## config.mk

```make
export PLATFORM = sky130hd
export DESIGN_NAME = if_stage_flat
export DESIGN_NICKNAME = d
export VERILOG_FILES = /design/src/rtl/if_pkg.sv /design/src/rtl/if_stage_if.sv /design/src/rtl/if_stage_fetch_fifo.sv /design/src/rtl/if_stage.sv /design/src/flat_wrapper.sv
export SDC_FILE = /design/constraint.sdc
export NUM_CORES = 1
export LEC_CHECK = 0
export BUFFER_PORTS_ARGS = -buffer_cell sky130_fd_sc_hd__buf_2
export CAP_MARGIN = 10
export CORE_MARGIN = 5
export CORE_UTILIZATION = 60
export CTS_BUF_LIST = sky130_fd_sc_hd__clkbuf_4 sky130_fd_sc_hd__clkbuf_8 sky130_fd_sc_hd__clkbuf_16
export DETAILED_ROUTE_END_ITERATION = 10
export PLACE_DENSITY = 0.84
export SYNTH_ARGS = -nofsm -noshare
export SYNTH_HDL_FRONTEND = slang
export SYNTH_HIERARCHICAL = 1
export SYNTH_SLANG_ARGS = --single-unit
```

## constraint.sdc

```tcl
create_clock -name clk -period 3.6 [get_ports clk]
set_input_delay 0.72 -clock clk [delete_from_list [all_inputs] [get_ports clk]]
set_output_delay 0.72 -clock clk [all_outputs]
set_load 0.02 [all_outputs]
```

## src/rtl/if_pkg.sv

```systemverilog
// rtl/if_pkg.sv - shared constants and types for the LoongArch32 instruction fetch stage
package if_pkg;

  localparam logic [31:0] RESET_PC_DEFAULT = 32'h1c00_0000;
  localparam logic [31:0] INST_NOP         = 32'h0340_0000;  // andi r0,r0,0

  typedef enum logic {
    RUN       = 1'b0,
    HALT_ADEF = 1'b1
  } fetch_state_t;

  typedef struct packed {
    logic [31:0] pc;
    logic [31:0] inst;
    logic        adef;
  } fetch_entry_t;

  function automatic logic [31:0] next_pc(input logic [31:0] pc);
    return pc + 32'd4;
  endfunction

endpackage

```

## src/rtl/if_stage_if.sv

```systemverilog
// rtl/if_stage_if.sv - ROM, redirect and decode-handshake bundle of the fetch stage
interface if_stage_if;

  logic        irom_en;
  logic [31:0] irom_addr;
  logic [31:0] irom_rdata;
  logic        redirect_valid;
  logic [31:0] redirect_pc;
  logic        id_valid;
  logic        id_ready;
  logic [31:0] id_pc;
  logic [31:0] id_inst;
  logic        id_adef;

  modport master (
    output irom_en, irom_addr, id_valid, id_pc, id_inst, id_adef,
    input  irom_rdata, redirect_valid, redirect_pc, id_ready
  );

  modport slave (
    input  irom_en, irom_addr, id_valid, id_pc, id_inst, id_adef,
    output irom_rdata, redirect_valid, redirect_pc, id_ready
  );

endinterface

```

## src/rtl/if_stage_fetch_fifo.sv

```systemverilog
// rtl/if_stage_fetch_fifo.sv - fall-through {pc, inst, adef} FIFO between ROM response and decode
module fetch_fifo
  import if_pkg::*;
#(
  parameter int DEPTH = 2
) (
  input  logic         clk,
  input  logic         rst,
  input  logic         push,
  input  logic         pop,
  input  logic         flush,
  input  fetch_entry_t wr_data,
  output fetch_entry_t rd_data,
  output logic         full,
  output logic [2:0]   count
);

  localparam int PW = $clog2(DEPTH);

  fetch_entry_t  mem_q [DEPTH];
  fetch_entry_t  mem_d [DEPTH];
  logic [PW-1:0] rd_ptr_q, rd_ptr_d;
  logic [PW-1:0] wr_ptr_q, wr_ptr_d;
  logic [2:0]    count_q, count_d;

  function automatic logic [PW-1:0] ptr_inc(input logic [PW-1:0] p);
    return (p == PW'(DEPTH - 1)) ? '0 : p + PW'(1);
  endfunction

  // Flush restarts the ring at slot 0; a push in the same cycle lands there.
  always_comb begin
    mem_d    = mem_q;
    rd_ptr_d = rd_ptr_q;
    wr_ptr_d = wr_ptr_q;
    count_d  = count_q;
    if (flush) begin
      rd_ptr_d = '0;
      wr_ptr_d = '0;
      count_d  = '0;
      if (push) begin
        mem_d[0] = wr_data;
        wr_ptr_d = ptr_inc('0);
        count_d  = 3'd1;
      end
    end else begin
      if (push) begin
        mem_d[wr_ptr_q] = wr_data;
        wr_ptr_d        = ptr_inc(wr_ptr_q);
      end
      if (pop) begin
        rd_ptr_d = ptr_inc(rd_ptr_q);
      end
      count_d = count_q + {2'b00, push} - {2'b00, pop};
    end
  end

  always_ff @(posedge clk) begin
    if (rst) begin
      for (int i = 0; i < DEPTH; i++) begin
        mem_q[i] <= '0;
      end
      rd_ptr_q <= '0;
      wr_ptr_q <= '0;
      count_q  <= '0;
    end else begin
      mem_q    <= mem_d;
      rd_ptr_q <= rd_ptr_d;
      wr_ptr_q <= wr_ptr_d;
      count_q  <= count_d;
    end
  end

  assign rd_data = mem_q[rd_ptr_q];
  assign full    = (count_q == 3'(DEPTH));
  assign count   = count_q;

  a_no_pop_empty: assert property (@(posedge clk) disable iff (rst)
    !(pop && (count_q == 3'd0) && !flush));

endmodule

```

## src/rtl/if_stage.sv

```systemverilog
// rtl/if_stage.sv - LoongArch32 fetch stage: PC, ROM issue, redirect flush, decode FIFO
// Optional misaligned-redirect halt (adef entry) enabled by defining IF_ADEF_EN.
module if_stage
  import if_pkg::*;
#(
  parameter logic [31:0] RESET_PC = RESET_PC_DEFAULT,
  parameter int          DEPTH    = 2
) (
  input  logic        clk,
  input  logic        rst,
  if_stage_if.master  bus
);

  logic [31:0]  pc_q, pc_d;
  logic [31:0]  req_pc_q, req_pc_d;
  logic         pending_q, pending_d;
  logic         drop_q, drop_d;
  fetch_state_t state_q, state_d;

  logic [2:0]   fifo_count;
  logic         fifo_full;
  fetch_entry_t head;
  fetch_entry_t push_entry;
  logic         push;
  logic         pop;
  logic         issue;
  logic         head_valid;
  logic [3:0]   occupancy;
  logic [3:0]   limit;
  logic [31:0]  redirect_target;
  logic         redirect_misaligned;

`ifdef IF_ADEF_EN
  assign redirect_target     = bus.redirect_pc;
  assign redirect_misaligned = bus.redirect_valid & (bus.redirect_pc[1:0] != 2'b00);
`else
  logic unused_bits;
  assign redirect_target     = {bus.redirect_pc[31:2], 2'b00};
  assign redirect_misaligned = 1'b0;
  assign unused_bits         = ^{bus.redirect_pc[1:0], head.adef, redirect_misaligned};
`endif

  assign head_valid = (fifo_count != 3'd0) & ~rst;
  assign pop        = head_valid & bus.id_ready;

  // Entries held plus the one in flight must leave room after this cycle's pop.
  assign occupancy = {1'b0, fifo_count} + {3'b000, pending_q};
  assign limit     = 4'(DEPTH) + {3'b000, pop};
  assign issue     = ~rst & (state_q == RUN) & ~bus.redirect_valid & (occupancy < limit);

  always_comb begin
    push       = pending_q & ~drop_q & ~bus.redirect_valid;
    push_entry = '{pc: req_pc_q, inst: bus.irom_rdata, adef: 1'b0};
`ifdef IF_ADEF_EN
    if (redirect_misaligned) begin
      push       = 1'b1;
      push_entry = '{pc: bus.redirect_pc, inst: INST_NOP, adef: 1'b1};
    end
`endif
  end

  // With a one-cycle ROM the outstanding response always lands in the redirect
  // cycle itself and is discarded there, so drop never needs to outlive a cycle.
  always_comb begin
    pc_d      = pc_q;
    req_pc_d  = req_pc_q;
    pending_d = 1'b0;
    drop_d    = 1'b0;
    state_d   = state_q;
    if (bus.redirect_valid) begin
      pc_d = redirect_target;
`ifdef IF_ADEF_EN
      state_d = redirect_misaligned ? HALT_ADEF : RUN;
`endif
    end else if (issue) begin
      pending_d = 1'b1;
      req_pc_d  = pc_q;
      pc_d      = next_pc(pc_q);
    end
  end

  always_ff @(posedge clk) begin
    if (rst) begin
      pc_q      <= RESET_PC;
      req_pc_q  <= '0;
      pending_q <= 1'b0;
      drop_q    <= 1'b0;
      state_q   <= RUN;
    end else begin
      pc_q      <= pc_d;
      req_pc_q  <= req_pc_d;
      pending_q <= pending_d;
      drop_q    <= drop_d;
      state_q   <= state_d;
    end
  end

  fetch_fifo #(
    .DEPTH (DEPTH)
  ) u_fifo (
    .clk     (clk),
    .rst     (rst),
    .push    (push),
    .pop     (pop),
    .flush   (bus.redirect_valid),
    .wr_data (push_entry),
    .rd_data (head),
    .full    (fifo_full),
    .count   (fifo_count)
  );

  assign bus.irom_en   = issue;
  assign bus.irom_addr = pc_q;
  assign bus.id_valid  = head_valid;
  assign bus.id_pc     = head_valid ? head.pc   : 32'd0;
  assign bus.id_inst   = head_valid ? head.inst : 32'd0;
`ifdef IF_ADEF_EN
  assign bus.id_adef   = head_valid & head.adef;
`else
  assign bus.id_adef   = 1'b0;
`endif

  a_no_push_full: assert property (@(posedge clk) disable iff (rst)
    !(push && fifo_full && !bus.redirect_valid));

endmodule

```

## src/flat_wrapper.sv

```systemverilog
// flat-port wrapper written by rule: the top's interface ports become plain ports
module if_stage_flat import if_pkg::*;
#(
  parameter logic [31:0] RESET_PC = RESET_PC_DEFAULT,
  parameter int          DEPTH    = 2
)
  (clk, rst, bus_irom_en, bus_irom_addr, bus_id_valid, bus_id_pc, bus_id_inst, bus_id_adef, bus_irom_rdata, bus_redirect_valid, bus_redirect_pc, bus_id_ready);
  if_stage_if bus_i ();
  input  logic clk;
  input  logic rst;
  output wire logic [$bits(bus_i.irom_en)-1:0] bus_irom_en;
  output wire logic [$bits(bus_i.irom_addr)-1:0] bus_irom_addr;
  output wire logic [$bits(bus_i.id_valid)-1:0] bus_id_valid;
  output wire logic [$bits(bus_i.id_pc)-1:0] bus_id_pc;
  output wire logic [$bits(bus_i.id_inst)-1:0] bus_id_inst;
  output wire logic [$bits(bus_i.id_adef)-1:0] bus_id_adef;
  input wire logic [$bits(bus_i.irom_rdata)-1:0] bus_irom_rdata;
  input wire logic [$bits(bus_i.redirect_valid)-1:0] bus_redirect_valid;
  input wire logic [$bits(bus_i.redirect_pc)-1:0] bus_redirect_pc;
  input wire logic [$bits(bus_i.id_ready)-1:0] bus_id_ready;
  assign bus_irom_en = bus_i.irom_en;
  assign bus_irom_addr = bus_i.irom_addr;
  assign bus_id_valid = bus_i.id_valid;
  assign bus_id_pc = bus_i.id_pc;
  assign bus_id_inst = bus_i.id_inst;
  assign bus_id_adef = bus_i.id_adef;
  assign bus_i.irom_rdata = bus_irom_rdata;
  assign bus_i.redirect_valid = bus_redirect_valid;
  assign bus_i.redirect_pc = bus_redirect_pc;
  assign bus_i.id_ready = bus_id_ready;
  if_stage #(.RESET_PC(RESET_PC), .DEPTH(DEPTH)) u_core (.clk(clk), .rst(rst), .bus(bus_i));
endmodule
```

==> key figures <==
STA
  – Final Slew Violations: 0
  – Fmax achieved: 0.353 GHz
  – Setup Viol. Count Final: 0
  – Period utilization: between 70% and 80%
  – Hold Fails Final Rpt: 0
  – Setup Skew: a little under 8 ps
  – Tightest Pin Transition: about 950 ps
  – Setup_tns: 0 ps
  – Slew margin rel.: 36.6%
  – RSZ-0062 raised after global routing: false
  – Fin crit period: 2840 ps

Route
  – Routed Antenna Nets: 0
  – Final WL: 23600 µm
  – DR WL/cell: about 17 µm
  – Residual DRC: 0
  – Drt via density: 5.81
  – 1st-iter DRT viols: 714
  – Drt first pass iters: 5
  – Via count: 8290

GRT
  – Top Usage Layer GRT: met2
  – Antenna violations before repair: 0
  – GRT met1 Usage: 33.1%
  – Met3 GRT Util: 3.73%
  – Vias in the first global route: 7629
  – Largest net degree at the start of global routing: 242
  – Total GRT Usage: between 20% and 30%
  – GR Overflow Total: 0
  – Met2 usage: 40.3%
  – First-pass GRT wire length: 37700 µm

Die
  – Effective utilization at floorplan: 61.4%
  – Io pins: 167
  – Die height: roughly 140 µm
  – Die Area: 18900 µm²
  – Area of the core: 15900 µm²
  – Site row count: between 40 and 50
  – Die width: around 140 µm

Worst setup path
  – Critical path class: flip-flop to primary output
  – Worst EP required: 2880 ps
  – WP data arrival: 2120 ps
  – CP startpoint kind: flip-flop
  – Largest fanout on the critical path: 65
  – Crit end category: primary output

Cells and area
  – FF+latch area: 3890 µm²
  – Area grow syn2layout: 13.6%
  – Share of layout cells above drive strength 1: 26.8%
  – Multi-input logic area: about 5300 µm²
  – Net count, final: ~1300
  – Final core utilization: 69.7%
  – Number of diodes: 0
  – Fill count: roughly 1300

Pwr
  – PwrDens: 420 nW/µm²
  – P_leak: approximately 4.5 nW
  – Peak supply drop: between 0.3 and 0.4 mV

Min path
  – Type of the worst min-delay path: flip-flop to flip-flop

CTS
  – Post-CTS setup buffers: 0
  – Resized Gates After CTS: 0
  – Clock slew at reported path FFs: 70 ps
  – Sinks on Clock Net: 194
  – CTS max path bufs: 2
  – Skew-Pair Late Insertion Delay: roughly 420 ps
  – Root buffer cell: clkbuf_16
  – Total CTS buffers: 17
  – CTS tree: built
  – Hold_buf cts: 0
  – H-Tree Depth: 4

Placed design
  – PortBufs: around 160
  – Gpl congestion: 0.885
  – Final HPWL DP: about 15000 µm

Job
  – Max-cap violations: 0

Synth
  – Mapped cell area: 9750 µm²
  – Cells after Synth: 1099
  – Syn avg cell area: 8.87 µm²
  – Synth warnings: 6

Status
  – Status: finished clean
stage by stage:
stage          instance area (µm²)  power (mW)  instances  setup slack [ps]  hold slack (ps)
2_1_floorplan                 9770        2.61       1105               798              433
6_report                     11100        4.65       1427               764              451
3_3_place_gp                 10500        2.73       1395               980              438
3_5_place_dp                 10500        2.74       1395               898              445
4_1_cts                      11100        4.68       1427               738              454
5_1_grt                      11100        4.82       1427               597              469
power breakdown:
part           internal [mW]  switching (mW)  total, mW  leakage [nW]
logic                  0.167           0.249      0.416          2.61
clock network           1.17           0.780       1.95         0.303
registers               2.21          0.0767       2.28          1.58
registers in the layout, indices dropped and copies added (netlist names):
name	cells
u_core/u_fifo/mem_q	128
u_core/bus.irom_addr	30
u_core/req_pc_q	30
u_core/u_fifo/count	3
u_core/pending_q	1
u_core/u_fifo/rd_ptr_q	1
u_core/u_fifo/wr_ptr_q	1
per-layer routing:
| layer | vias to the layer above | wire, µm |
|---|---|---|
| met3 | 37 | 1670 |
| met2 | 326 | 11300 |
| met4 | 0 | 399 |
| li1 | 4040 | - |
| met1 | 3887 | 10300 |
| met5 | - | 0 |
cell type report:
class	count	area share [%]
Multi-Input combinational cell	799	47.7
Sequential cell	194	35.1
Clock buffer	23	4.42
Clock inverter	9	1.16
Inverter	14	0.475
Timing Repair Buffer	172	8.65
Tap cell	216	2.44
worst paths after layout:
path | startpoint | end | slack [ps] | cells after the start
worst max-delay path | u_core/u_fifo/count[1]$_SDFF_PP0_ | bus_id_inst[2] | 760 | 5
worst min-delay path | u_core/u_fifo/mem_q[32]$_SDFFE_PP0P_ | u_core/u_fifo/mem_q[32]$_SDFFE_PP0P_ | 450 | 2
worst max register to register | u_core/u_fifo/count[1]$_SDFF_PP0_ | u_core/u_fifo/count[2]$_SDFF_PP0_ | 1050 | 10
worst min register to register | u_core/u_fifo/mem_q[32]$_SDFFE_PP0P_ | u_core/u_fifo/mem_q[32]$_SDFFE_PP0P_ | 450 | 2
critical path, stage by stage, from the launching register on:
cell and delay (ps):
dfxtp_1 360, nor3_1 530, nor2_4 50, buf_4 300
and2_1 250, buf_2 160
layout by cell type (no fill, tap or decap), drive strengths merged, types with 7 or more instances in the layout:
cell type  instances
a21oi             67
a311oi            17
and2              68
buf              172
clkbuf            23
conb               7
dfxtp            194
inv               14
mux2              64
mux2i             34
nand2            154
nand2b            67
nand3             14
nand4             13
nand4b            64
nor2              56
nor3              15
o21ai             75
(Power assumes the default switching activity.)
